## src/rtl/cpu_pkg.sv

```systemverilog
// Shared CPU definitions: divide opcodes, divide-arbiter state encoding and default XLEN.
package cpu_pkg;

    localparam int XLEN_DEFAULT = 32;

    typedef enum logic [1:0] {
        OP_DIV  = 2'd0,
        OP_DIVU = 2'd1,
        OP_MOD  = 2'd2,
        OP_MODU = 2'd3
    } div_op_e;

    typedef enum logic [2:0] {
        S_IDLE  = 3'd0,
        S_START = 3'd1,
        S_WAIT  = 3'd2,
        S_DRAIN = 3'd3,
        S_WB    = 3'd4
    } div_arb_state_e;

endpackage

```

## src/rtl/div_rr_pick.sv

```systemverilog
// Two-way arbitration pick for the shared divider.
// DIV_ARB_RR_EN selects round-robin on contention; otherwise pipe 0 always wins.
module div_rr_pick (
    input  logic req0,
    input  logic req1,
    input  logic last,
    output logic grant0,
    output logic grant1
);

`ifdef DIV_ARB_RR_EN
    // last==1 means pipe 1 was granted most recently, so pipe 0 wins a tie.
    always_comb begin
        grant0 = req0 && (!req1 || last);
        grant1 = req1 && (!req0 || !last);
    end
`else
    logic unused_last;
    assign unused_last = last;

    always_comb begin
        grant0 = req0;
        grant1 = req1 && !req0;
    end
`endif

endmodule

```

## src/rtl/div_arbiter.sv

```systemverilog
// Arbitrates two issue pipes onto one iterative divider and writes the result back.
// DIV_ARB_RR_EN defined: round-robin on simultaneous requests; undefined: pipe 0 priority.
module div_arbiter
    import cpu_pkg::*;
#(
    parameter int XLEN = XLEN_DEFAULT
) (
    input  logic            clk,
    input  logic            rst,
    input  logic            req0_valid,
    input  logic [1:0]      req0_op,
    input  logic [XLEN-1:0] req0_a,
    input  logic [XLEN-1:0] req0_b,
    input  logic [4:0]      req0_rd,
    input  logic            req1_valid,
    input  logic [1:0]      req1_op,
    input  logic [XLEN-1:0] req1_a,
    input  logic [XLEN-1:0] req1_b,
    input  logic [4:0]      req1_rd,
    output logic            grant0,
    output logic            grant1,
    input  logic            flush,
    output logic            div_start,
    output logic [1:0]      div_op,
    output logic [XLEN-1:0] div_a,
    output logic [XLEN-1:0] div_b,
    input  logic            div_done,
    input  logic [XLEN-1:0] div_res,
    output logic            wb_valid,
    output logic            wb_port,
    output logic [4:0]      wb_rd,
    output logic [XLEN-1:0] wb_data,
    output logic            busy
);

    div_arb_state_e  state_q, state_d;
    logic [1:0]      op_q, op_d;
    logic [XLEN-1:0] a_q, a_d;
    logic [XLEN-1:0] b_q, b_d;
    logic [XLEN-1:0] data_q, data_d;
    logic [4:0]      rd_q, rd_d;
    logic            port_q, port_d;
    logic            last_q;
    logic            can_grant;

    // Grants are held low while reset is asserted, not just after it.
    assign can_grant = (state_q == S_IDLE) && !flush && !rst;

    div_rr_pick u_pick (
        .req0   (req0_valid && can_grant),
        .req1   (req1_valid && can_grant),
        .last   (last_q),
        .grant0 (grant0),
        .grant1 (grant1)
    );

`ifdef DIV_ARB_RR_EN
    always_ff @(posedge clk or posedge rst) begin
        if (rst) begin
            last_q <= 1'b1;
        end else if (grant0 || grant1) begin
            last_q <= grant1;
        end
    end
`else
    assign last_q = 1'b1;
`endif

    // NOTE: state and latches use non-blocking assignments; reset is asynchronous so outputs clear immediately.
    always_ff @(posedge clk or posedge rst) begin
        if (rst) begin
            state_q <= S_IDLE;
            op_q    <= '0;
            a_q     <= '0;
            b_q     <= '0;
            data_q  <= '0;
            rd_q    <= '0;
            port_q  <= 1'b0;
        end else begin
            state_q <= state_d;
            op_q    <= op_d;
            a_q     <= a_d;
            b_q     <= b_d;
            data_q  <= data_d;
            rd_q    <= rd_d;
            port_q  <= port_d;
        end
    end

    // NOTE: every signal gets a default before the case so no latch is inferred.
    always_comb begin
        state_d   = state_q;
        op_d      = op_q;
        a_d       = a_q;
        b_d       = b_q;
        data_d    = data_q;
        rd_d      = rd_q;
        port_d    = port_q;
        div_start = 1'b0;
        wb_valid  = 1'b0;

        case (state_q)
            S_IDLE: begin
                if (grant0 || grant1) begin
                    port_d = grant1;
                    op_d   = grant1 ? req1_op : req0_op;
                    a_d    = grant1 ? req1_a  : req0_a;
                    b_d    = grant1 ? req1_b  : req0_b;
                    rd_d   = grant1 ? req1_rd : req0_rd;
                    if (b_d == '0) begin
                        data_d  = '0;
                        state_d = S_WB;
                    end else begin
                        state_d = S_START;
                    end
                end
            end
            S_START: begin
                if (flush) begin
                    state_d = S_IDLE;
                end else begin
                    div_start = 1'b1;
                    state_d   = S_WAIT;
                end
            end
            S_WAIT: begin
                if (div_done) begin
                    if (flush) begin
                        state_d = S_IDLE;
                    end else begin
                        data_d  = div_res;
                        state_d = S_WB;
                    end
                end else if (flush) begin
                    state_d = S_DRAIN;
                end
            end
            S_DRAIN: begin
                if (div_done) begin
                    state_d = S_IDLE;
                end
            end
            S_WB: begin
                wb_valid = !flush;
                state_d  = S_IDLE;
            end
            default: state_d = S_IDLE;
        endcase
    end

    assign div_op  = op_q;
    assign div_a   = a_q;
    assign div_b   = b_q;
    assign wb_port = port_q;
    assign wb_rd   = rd_q;
    assign wb_data = data_q;
    assign busy    = (state_q != S_IDLE);

endmodule
```

## config.mk

```make
export PLATFORM = sky130hd
export DESIGN_NAME = div_arbiter
export DESIGN_NICKNAME = d
export VERILOG_FILES = /design/src/rtl/cpu_pkg.sv /design/src/rtl/div_rr_pick.sv /design/src/rtl/div_arbiter.sv
export SDC_FILE = /design/constraint.sdc
export NUM_CORES = 1
export LEC_CHECK = 0
export CORE_UTILIZATION = 30
export DETAILED_ROUTE_END_ITERATION = 6
export HOLD_SLACK_MARGIN = 0.08
export PLACE_DENSITY = 0.7
export RECOVER_POWER = 25
export REMOVE_ABC_BUFFERS = 1
export SLEW_MARGIN = 20
export SYNTH_ARGS = -nofsm -noshare
export SYNTH_HDL_FRONTEND = slang
export SYNTH_SLANG_ARGS = --single-unit
```

## constraint.sdc

```tcl
create_clock -name clk -period 7.45 [get_ports clk]
set_input_delay 1.49 -clock clk [delete_from_list [all_inputs] [get_ports clk]]
set_output_delay 1.49 -clock clk [all_outputs]
set_load 0.005 [all_outputs]
```

==> results of run 1 <==
==> tightest hold or removal path, delay by kind of cell, from the launching register on <==
| family | cells | cell delay (ns) |
|---|---|---|
| DFF | 1 | 0.34 |
| AOI/OAI and AO/OA | 1 | 0.06 |
| and+or+nand+nor | 1 | 0.05 |
==> sequential cells by signal, summed over array words and instances, names as in the netlist <==
name,cells
div_a,32
div_b,32
div_op,2
state_q,3
wb_data,32
wb_port,1
wb_rd,5
==> routing by layer <==
layer	vias up	part of all wire, %	global-route usage [%]
met5	-	0	0
met1	2086	40	21.6
li1	2252	-	-
met3	28	7.2	5.08
met4	0	2.8	8.55
met2	145	50	32.0
==> area by class of cell <==
cell class / count / area [um^2]
fill: 1501 / 7690
timing repair buffer: 294 / 2930
sequential: 107 / 2680
multi-input combinational: 318 / 1940
tap: 216 / 270
clock buffer: 10 / 239
inverter: 35 / 133
clock inverter: 6 / 65.1
antenna: 1 / 2.50
==> per-stage QoR <==
stage / instances / hold slack (ns) / utilization (%)
final: 987 / 0.478 / 51.8
after global routing: 986 / 0.505 / 51.8
after CTS: 986 / 0.485 / 51.8
after detailed placement: 970 / 0.469 / 49.9
after global placement: 970 / 0.460 / 49.9
after floorplan: 460 / 0.471 / -
==> power groups by stage <==
stage                     clock, mW  sequential [mW]  combinational (mW)
final                         0.489            0.894               0.813
after global routing          0.525            0.923               0.894
after floorplan                   0            0.924               0.222
after global placement            0            0.901               0.841
after detailed placement          0            0.910               0.852
after CTS                     0.504            0.901               0.854
==> final timing paths <==
kind | cells after the start | slack, ns | startpoint | end
hold / removal | 2 | 0.48 | div_a[1]$_DFFE_PP0P_ | div_a[1]$_DFFE_PP0P_
max in group asynchronous | 3 | 3.73 | rst | wb_data[11]$_DFFE_PP0P_
setup / recovery | 6 | 2.55 | flush | grant1
min in group asynchronous | 2 | 2.11 | rst | wb_data[8]$_DFFE_PP0P_
setup reg to reg | 6 | 4.57 | state_q[0]$_DFFE_PP0P_ | wb_data[29]$_DFFE_PP0P_
hold reg to reg | 2 | 0.48 | div_a[1]$_DFFE_PP0P_ | div_a[1]$_DFFE_PP0P_
==> cells in the mapped netlist, types with 2 or more instances <==
cell	instances
buf_2	2
nor4_1	16
mux2i_1	71
o21ai_0	74
buf_4	4
buf_6	6
clkbuf_1	20
dfrtp_1	107
nand3_1	32
inv_1	35
o21ai_1	30
nand4_1	4
nand2_1	73
nor2_1	4
==> cell families (layout without fill, tap and decap cells) <==
| logic type | count (synthesis) | after routing |
|---|---|---|
| DFF | 107 | 107 |
| other | 0 | 1 |
| muxes | 71 | 71 |
| and+or+nand+nor | 138 | 138 |
| buffers and inverters | 67 | 345 |
| AOI/OAI and AO/OA | 109 | 109 |
==> results.txt, run 1 <==
The flow ran to the end, but the final reports show violations. The checks that failed: max-capacitance violations, max-slew violations. The number of buffers on the longest clock path came out at 2. The first-pass iteration count of the detailed router is 4. The top cell family by delay on the critical path is buffers and inverters. The cell count after synthesis came out at 492. The remaining antenna violation count after routing is 0.

The fraction of power spent switching nets is 29.0%. The tightest slew margin relative to the limit is -29.3%. The layout-stage area growth over the synthesis result is 67.9%. The count of routing violations after the opening detailed-route iteration is 143. The residual overflow from global routing is 0. After floorplanning, the core was divided into 46 placement rows.

The min-delay analysis places its worst path in the category reg -> reg. The async set or reset register ratio after synthesis is 100%. The floorplan step defined a die boundary enclosing 0.0169 mm^2. The routed layout has 4511 vias. The placed wire-length estimate came out at 11.9 mm. The part of the power in the clock network is 22.3%. The count of cell types in the netlist came out at 28.

The remaining design rule violation count came out at 0. The most common library cell in the layout ignoring fill and taps is clkdlybuf4s50_1. Static timing analysis puts the maximum clock frequency at 0.204 GHz. The placer's final routability congestion estimate is 0.756. The tree is rooted in a clkbuf_16.

The worst-path maximum fanout is 22. The number of synthesized flops with an enable pin came out at 0. The finished cells cover 0.00826 mm^2. The first-pass GRT wire length is 23.8 mm.

The final setup TNS is 0 ns. The relative contribution of sequential cells to total power came out at 40.7%. The synthesized netlist occupies a cell area of 0.00492 mm^2. In the synthesized netlist, mux cells make up 14.5% of the area. The post-route netlist has 3.77% of its cells at a drive strength greater than 1. The transition time at the pin with the least slew margin came out at 1.93 ns.

The floorplan step set the die width to 130 um. The number of endpoints with negative hold slack in the final report came out at 0. Yosys attributes the largest share of cell area to dfrtp_1 (54%), mux2i_1 (14%), o21ai_0 (7.5%). The detailed-route wire length per cell is 15.7 um. Clock tree synthesis inserted a total of 9 buffers. 289 I/O pins were placed. The number of warnings issued by yosys came out at 0.

After layout, the worst setup slack is 2.55 ns. VDD sags by at most 0.000108 V. The final count of pins violating max slew is 44. By startpoint and endpoint, the worst setup path is classified as in -> out. The critical path buffer and inverter count is 4. The post-synthesis xor/xnor area fraction came out at 0%. Among all flip-flop cells after synthesis, the most frequent one is dfrtp_1. The worst setup path is captured at an output port. Among all stages on the critical path, the largest delay is contributed by dlygate4sd3_1.

The largest total area in the synthesized netlist belongs to dfrtp_1. The part of the cycle the worst path needs came out at 65.8%. The number of gates resized after CTS was 0.

Setup repair after global routing left no endpoint under its margin. The simple-gate portion of the synthesized area came out at 13.2%. In this run the biggest area consumer among cell types represents 54.5% of the synthesized area. The compound-gate portion of the synthesized area is 11.5%.

For this design the static power due to leakage is 3.89 nW. The cell area after placement came out at 0.00795 mm^2. The H-tree was split into 3 levels. The net switching power is 636 uW. The number of antenna violations at the first check in global routing is 1. The largest stage delay on the critical path is 0.60 ns. The number of sinks on the clock net is 107. Clock skew on the completed layout was measured at 0.00768 ns.

The buffers inserted during post-CTS setup optimization is 0. The design draws 2.20 mW. The number of nets in the final layout is 945. The top cell types in the final layout, fill and taps aside, are clkdlybuf4s50_1 (249), dfrtp_1 (107), o21ai_0 (74), nand2_1 (73), mux2i_1 (71).

Setup violations remaining at the end of the flow were counted as 0. The internal power came out at 1.56 mW. The required time at the endpoint of the critical path came out at 5.96 ns. The flop and latch count out of synthesis is 107. Global routing used 18.6% of the available tracks. For this design the ratio of total power to cell area is 266 mW/mm^2. After synthesis, the mean cell area works out to 9.99 um^2.

Clock latency on the worst-skew pair, taken at its later pin, is 0.35 ns. The effective utilization at floorplan came out at 30.8%. The worst endpoint data arrival time is 3.41 ns. Clock-pin slew was measured on the worst setup and hold paths at 0.07 ns. The worst setup path is launched from a primary input.

Max-cap violations in this run came to 1. The die extent in y is 130 um. The core region is 0.0159 mm^2.

Buffers placed on the I/O ports in this run total 288. The routed via count divided by cell count is 4.57. Hold repair after CTS inserted 0 buffers. The number of global-route vias before repair is 4536.

The clock period minus worst slack came out at 4.90 ns. Combinational logic is responsible for 37.0% of the overall power. The worst setup slack before clock tree synthesis came out at 2.63 ns. After synthesis, the largest family of logic cells by area is multiplexers. Of the synthesized area, sequential elements account for 54.5%. The arithmetic-cell share of the synthesized area counting full adders, half adders and majority gates is 0%. The pin count of the biggest net entering global routing is 98. Traced cell by cell, the critical path runs through dlygate4sd3_1 -> nor2_1 -> nand4b_1 -> buf_4 -> inv_1 -> clkdlybuf4s50_1. The final wirelength is 15.5 mm. TritonCTS built the clock tree.
Note: power is estimated with default switching activity, not from simulation.
==> run 2: changes to the inputs <==
Clock period 7.45 ns to 4.65 ns, I/O delays scaled along.
==> run 2 against run 1 <==
The flow still finishes with violations (max-capacitance violations, max-slew violations). Clock skew up 0.00070 ns. Combinational power up 64%. First-iteration DRC count up 4.2%. Total power up 59%. Largest power group unchanged.
==> results.txt, run 2 (synthesis results as in run 1) <==
The final count of pins violating max slew came out at 65 (was 44). The number of cells traversed by the worst register-to-register path is 6 (unchanged). The worst-path maximum fanout came out at 5 (was 22). The max-cap violation count came out at 1 (unchanged). The count of standard-cell rows came out at 46 (unchanged). The final setup TNS is 0 ns (unchanged). The endpoint of the most critical setup path is grant1 (unchanged).

The number of H-tree branching levels came out at 3 (unchanged). The placer's final routability congestion estimate came out at 0.796 (was 0.756). The most common library cell in the layout ignoring fill and taps is clkdlybuf4s50_1 (unchanged).

The routed via count divided by cell count came out at 4.57 (about the same). The kind of end point of the critical path is an output port (unchanged). The remaining antenna violation count after routing is 0 (unchanged). The final setup slack of the worst path came to 0.980 ns (was 2.55 ns). The residual overflow from global routing is 0 (unchanged).

The number of buffers on the longest clock path is 2 (unchanged). The clock input transition at the sequential cells of the worst setup and hold paths came to 0.07 ns (about the same). The worst endpoint data arrival time is 2.74 ns (was 3.41 ns).

The fraction of final layout cells with drive strength greater than 1 is 3.76% (was 3.77%). The count of pins on the block boundary is 289 (unchanged). The maximum clock rate is 0.273 GHz. The leakage power figure came out at 3.87 nW (was 3.89 nW). The worst clock skew on the final layout came out at 0.00837 ns (was 0.00768 ns). The die boundary width came out at 130 um (unchanged). The total power is 3.50 mW (was 2.20 mW). The core outline area is 0.0159 mm^2 (unchanged). Leading cell types in the layout, fill and taps excluded: clkdlybuf4s50_1 (273), dfrtp_1 (107), o21ai_0 (74), nand2_1 (73), mux2i_1 (71) (was clkdlybuf4s50_1 (249), dfrtp_1 (107), o21ai_0 (74), nand2_1 (73), mux2i_1 (71)).

The detailed-route wire length per cell came out at 15.7 um (about the same). The register-to-register path setup slack came out at 1.97 ns (was 4.57 ns). The startpoint kind of the worst setup timing path was a primary input (unchanged). The number of gates given a new drive strength after cts is 0 (unchanged). The all-layer global routing usage is 18.4% (was 18.6%). The die area came out at 0.0169 mm^2 (unchanged). The number of buffers created by CTS came out at 9 (unchanged).

The die extent in y was 130 um (unchanged). The required time at the endpoint of the critical path came to 3.72 ns (was 5.96 ns). The worst reg2reg path endpoint is wb_data[29]$_DFFE_PP0P_ (unchanged). The number of endpoints with negative hold slack in the final report is 0 (unchanged). Result of the run: complete, but fails checks (unchanged). The first-pass iteration count of the detailed router is 4 (unchanged). The remaining design rule violation count is 0 (unchanged). The effective utilization at floorplan came out at 30.8% (unchanged). The buffer type at the clock tree root is clkbuf_16 (unchanged). The clock tree from TritonCTS was done (unchanged). The worst flop-to-flop path startpoint is state_q[0]$_DFFE_PP0P_ (unchanged).

The part of the cycle the worst path needs is 78.9%. The number of sinks on the clock net came out at 107 (unchanged). The type of the tightest min-delay check was reg -> reg (unchanged).

The buffers inserted during post-CTS setup optimization came to 0 (unchanged). The transition time at the pin with the least slew margin is 2.50 ns (was 1.93 ns). The placed wire-length estimate came out at 11.8 mm (was 11.9 mm).

The final wirelength came to 15.5 mm (about the same). The count of buffers inserted at the top-level ports came to 288 (unchanged). The critical setup path kind was in -> out (unchanged). The count of routing violations after the opening detailed-route iteration is 149 (was 143).

The number of antenna violations at the first check in global routing is 0 (was 1). The pin count of the biggest net entering global routing is 90 (was 98). The tightest slew margin relative to the limit came out at -67.0% (was -29.3%).

The number of global-route vias before repair was 4402 (was 4536). The start point of the critical path is flush (unchanged). The number of nets in the final layout was 946 (was 945). The clock latency of the later-clocked register in the worst-skew pair is 0.35 ns (about the same).

The total setup violations reported at the end of the flow is 0 (unchanged). The worst setup slack before clock tree synthesis came out at 1.03 ns (was 2.63 ns). RSZ-0062 raised after global routing: no (unchanged). The layout-stage area growth over the synthesis result is 67.6% (was 67.9%).

The overall via count from detail_route is 4508 (was 4511). The clock period minus worst slack is 3.67 ns. The quantity of hold-fixing buffers added after cts was 0 (unchanged). The worst-case hold slack came out at 0.475 ns (was 0.478 ns). The worst voltage drop across the vdd grid is 0.000187 V (was 0.000108 V).

The filler cell count came out at 1535 (was 1501). Violations in the final reports: max-capacitance violations, max-slew violations (unchanged). The first-pass GRT wire length is 23.6 mm (was 23.8 mm). The power per cell area came to 424 mW/mm^2 (was 266 mW/mm^2). The number of antenna cells inserted came to 0 (was 1).
run 2: worst min-delay path by stage:
stage	start	to	slack, ns	cells past startpoint
floorplan	wb_port$_DFFE_PP0P_	wb_port$_DFFE_PP0P_	0.47	2
global placement	wb_port$_DFFE_PP0P_	wb_port$_DFFE_PP0P_	0.46	2
detailed placement	wb_port$_DFFE_PP0P_	wb_port$_DFFE_PP0P_	0.46	2
CTS	wb_port$_DFFE_PP0P_	wb_port$_DFFE_PP0P_	0.48	2
global route	div_a[18]$_DFFE_PP0P_	div_a[18]$_DFFE_PP0P_	0.50	2
finish	wb_port$_DFFE_PP0P_	wb_port$_DFFE_PP0P_	0.47	2
run 2: final cells by class:
class | count | area, um^2 | share of cell area [%]
Multi-Input combinational cell | 318 | 1940 | 23.5
Timing Repair Buffer | 295 | 2950 | 35.7
Inverter | 35 | 131 | 1.59
Tap cell | 216 | 270 | 3.28
Clock inverter | 7 | 51.3 | 0.622
Clock buffer | 9 | 225 | 2.73
Sequential cell | 107 | 2680 | 32.5
run 2: worst max-delay path, cell delays in order:
cell             delay [ns]
dlygate4sd3_1          0.59
nor2_1                 0.27
nand4b_1               0.29
inv_1                  0.11
clkdlybuf4s50_1        0.55
run 2: metrics by stage:
stage                     utilization [%]  area [um^2]  cells
after floorplan                         -         4730    460
after global placement               50.0         7970    971
after detailed placement             50.0         7970    971
after CTS                            51.7         8250    987
after global routing                 51.7         8240    987
final                                51.7         8240    987
run 2: where the power goes:
part           total [mW]  switching [mW]  internal [mW]
clock               0.726           0.360          0.367
combinational        1.33           0.496          0.835
sequential           1.44           0.178           1.26
total                3.50            1.03           2.46
run 2: layer usage:
| layer | global-route usage (%) | up-vias | share of wire [%] |
|---|---|---|---|
| met3 | 4.14 | 28 | 6.3 |
| li1 | - | 2251 | - |
| met2 | 31.8 | 154 | 51 |
| met5 | 0 | - | 0 |
| met4 | 8.48 | 0 | 2.7 |
| met1 | 21.8 | 2075 | 40 |
==> run 3: changes to the inputs <==
Clock period 4.65 ns to 3.6 ns, I/O delays scaled along.
==> run 3 against run 2 <==
The flow still finishes with violations (max-capacitance violations, max-slew violations). Clock skew is essentially flat. Clock power up 65%. Hold slack better by 0.0032 ns. Critical endpoint unchanged. Register-to-register slack worse by 0.61 ns. Sequential share of layout area fell by 0.46 points. Die area is the same.
==> results.txt, run 3 (synthesis results as in run 1) <==
RSZ-0062 raised after global routing: no (unchanged). The filler cell count came out at 1489 (was 1535). The critical setup path kind is in -> out (unchanged).

The kind of end point of the critical path is an output port (unchanged). The pin count of the biggest net entering global routing came out at 145 (was 90). Result of the run: complete, but fails checks (unchanged). The clock tree from TritonCTS is done (unchanged).

The final count of pins violating max slew is 43 (was 65). The largest stage delay on the critical path came out at 0.60 ns (was 0.59 ns). The effective utilization at floorplan is 30.8% (unchanged). The number of H-tree branching levels is 3 (unchanged). The die extent in y is 130 um (unchanged). The final wirelength came to 15.7 mm (was 15.5 mm). The count of standard-cell rows is 46 (unchanged). The count of buffers inserted at the top-level ports came out at 288 (unchanged).

The count of routing violations after the opening detailed-route iteration came to 173 (was 149). The remaining design rule violation count came out at 0 (unchanged). The quantity of hold-fixing buffers added after cts is 0 (unchanged). The number of cells traversed by the worst register-to-register path came to 6 (unchanged). The cell depth of the worst hold path came to 2 (unchanged). The layout-stage area growth over the synthesis result is 70.0% (was 67.6%). The number of buffers on the longest clock path is 2 (unchanged).

Violations in the final reports: max-capacitance violations, max-slew violations (unchanged). The maximum clock rate came out at 0.302 GHz. The power per cell area is 575 mW/mm^2 (was 424 mW/mm^2). The overall via count from detail_route came out at 4539 (was 4508).

The worst endpoint data arrival time is 2.59 ns (was 2.74 ns). The required time at the endpoint of the critical path came to 2.88 ns (was 3.72 ns). The worst voltage drop across the vdd grid is 0.000226 V (was 0.000187 V). The total power is 4.80 mW (was 3.50 mW). The number of antenna violations at the first check in global routing came out at 1 (was 0). The clock period minus worst slack is 3.31 ns.

The worst-path maximum fanout came out at 5 (unchanged). The leakage power figure came out at 3.90 nW (was 3.87 nW). The design area was 0.00836 mm^2 (was 0.00824 mm^2).

The first-pass iteration count of the detailed router is 4 (unchanged). The clock input transition at the sequential cells of the worst setup and hold paths came out at 0.07 ns (about the same). The most common library cell in the layout ignoring fill and taps is clkdlybuf4s50_1 (unchanged).

The worst clock skew on the final layout came out at 0.00881 ns (was 0.00837 ns). The residual overflow from global routing is 0 (unchanged). The die area came out at 0.0169 mm^2 (unchanged). The core outline area came out at 0.0159 mm^2 (unchanged). The max-cap violation count came out at 1 (unchanged).

The routed via count divided by cell count came out at 4.59 (was 4.57). The count of pins on the block boundary came out at 289 (unchanged). The number of buffers created by CTS was 9 (unchanged).

The critical path's slowest cell is dlygate4sd3_1 (unchanged). The number of nets in the final layout is 946 (unchanged). The number of endpoints with negative hold slack in the final report is 0 (unchanged). The die boundary width came out at 130 um (unchanged). The fraction of final layout cells with drive strength greater than 1 is 3.89% (was 3.76%). The startpoint kind of the worst setup timing path is a primary input (unchanged). After layout, the worst path uses 92.0% of the clock period.

The clock latency of the later-clocked register in the worst-skew pair is 0.35 ns (about the same). The placed wire-length estimate was 11.6 mm (was 11.8 mm). The cell area after placement is 0.00800 mm^2 (was 0.00797 mm^2). The type of the tightest min-delay check was reg -> reg (unchanged).

The placer's final routability congestion estimate is 0.756 (was 0.796). The transition time at the pin with the least slew margin is 2.01 ns (was 2.50 ns). The total setup violations reported at the end of the flow came to 0 (unchanged). The buffer type at the clock tree root is clkbuf_16 (unchanged). The remaining antenna violation count after routing came to 0 (unchanged). The detailed-route wire length per cell is 15.9 um (was 15.7 um). The number of sinks on the clock net came out at 107 (unchanged).

Leading cell types in the layout, fill and taps excluded: clkdlybuf4s50_1 (286), dfrtp_1 (107), o21ai_0 (74), nand2_1 (73), mux2i_1 (71) (was clkdlybuf4s50_1 (273), dfrtp_1 (107), o21ai_0 (74), nand2_1 (73), mux2i_1 (71)). The buffers inserted during post-CTS setup optimization came to 0 (unchanged). Cell chain of the critical path: dlygate4sd3_1 -> nor2_1 -> nand4b_1 -> inv_1 -> clkdlybuf4s50_1 (unchanged). The all-layer global routing usage came to 18.4% (about the same). The number of gates given a new drive strength after cts came out at 0 (unchanged). The tightest slew margin relative to the limit is -34.9% (was -67.0%).

The first-pass GRT wire length was 23.6 mm (about the same). The number of global-route vias before repair was 4398 (was 4402).
[run 3: routing by layer]
metal,routed length (um),track usage (%)
met5,0,0
met4,373,7.73
met3,1100,4.63
met1,6660,23.1
met2,7560,30.0
[run 3: path summary, 6_finish.rpt]
kind	from	endpoint	slack (ns)
setup / recovery	flush	grant1	0.29
hold / removal	div_b[6]$_DFFE_PP0P_	div_b[6]$_DFFE_PP0P_	0.48
setup reg to reg	state_q[1]$_DFFE_PP0P_	wb_data[31]$_DFFE_PP0P_	1.36
hold reg to reg	div_b[6]$_DFFE_PP0P_	div_b[6]$_DFFE_PP0P_	0.48
max in group asynchronous	rst	div_b[18]$_DFFE_PP0P_	1.17
min in group asynchronous	rst	wb_data[18]$_DFFE_PP0P_	1.39
[run 3: where the power goes]
group / total, mW / internal (mW) / switching [mW]
logic: 1.74 / 1.10 / 0.641
clock network: 1.20 / 0.751 / 0.447
registers: 1.86 / 1.63 / 0.233
[run 3: per-stage QoR]
step                      TNS, ns  hold WS [ns]  util (%)  worst slack (ns)  cells
after detailed placement        0         0.467      50.1             0.415    971
after global routing            0         0.504      52.4             0.206    987
after CTS                       0         0.485      52.4             0.400    987
final                           0         0.478      52.4             0.290    988
after global placement          0         0.460      50.1             0.404    971
after floorplan           -173.48         0.471         -             -2.14    460
[run 3: cell type report]
cell class	count	area, um^2	share of cell area, %
clock buffers	9	225	2.69
flip-flops and latches	107	2680	32.0
inverters	35	133	1.59
well taps	216	270	3.23
diodes	1	2.50	0.0299
clock inverters	7	139	1.66
multi-input cells	318	1940	23.2
repair buffers	295	2970	35.6
[run 3: critical path, delay by kind of cell]
kind	cells	cell delay [ns]
simple gates	2	0.58
buf+inv	3	1.29
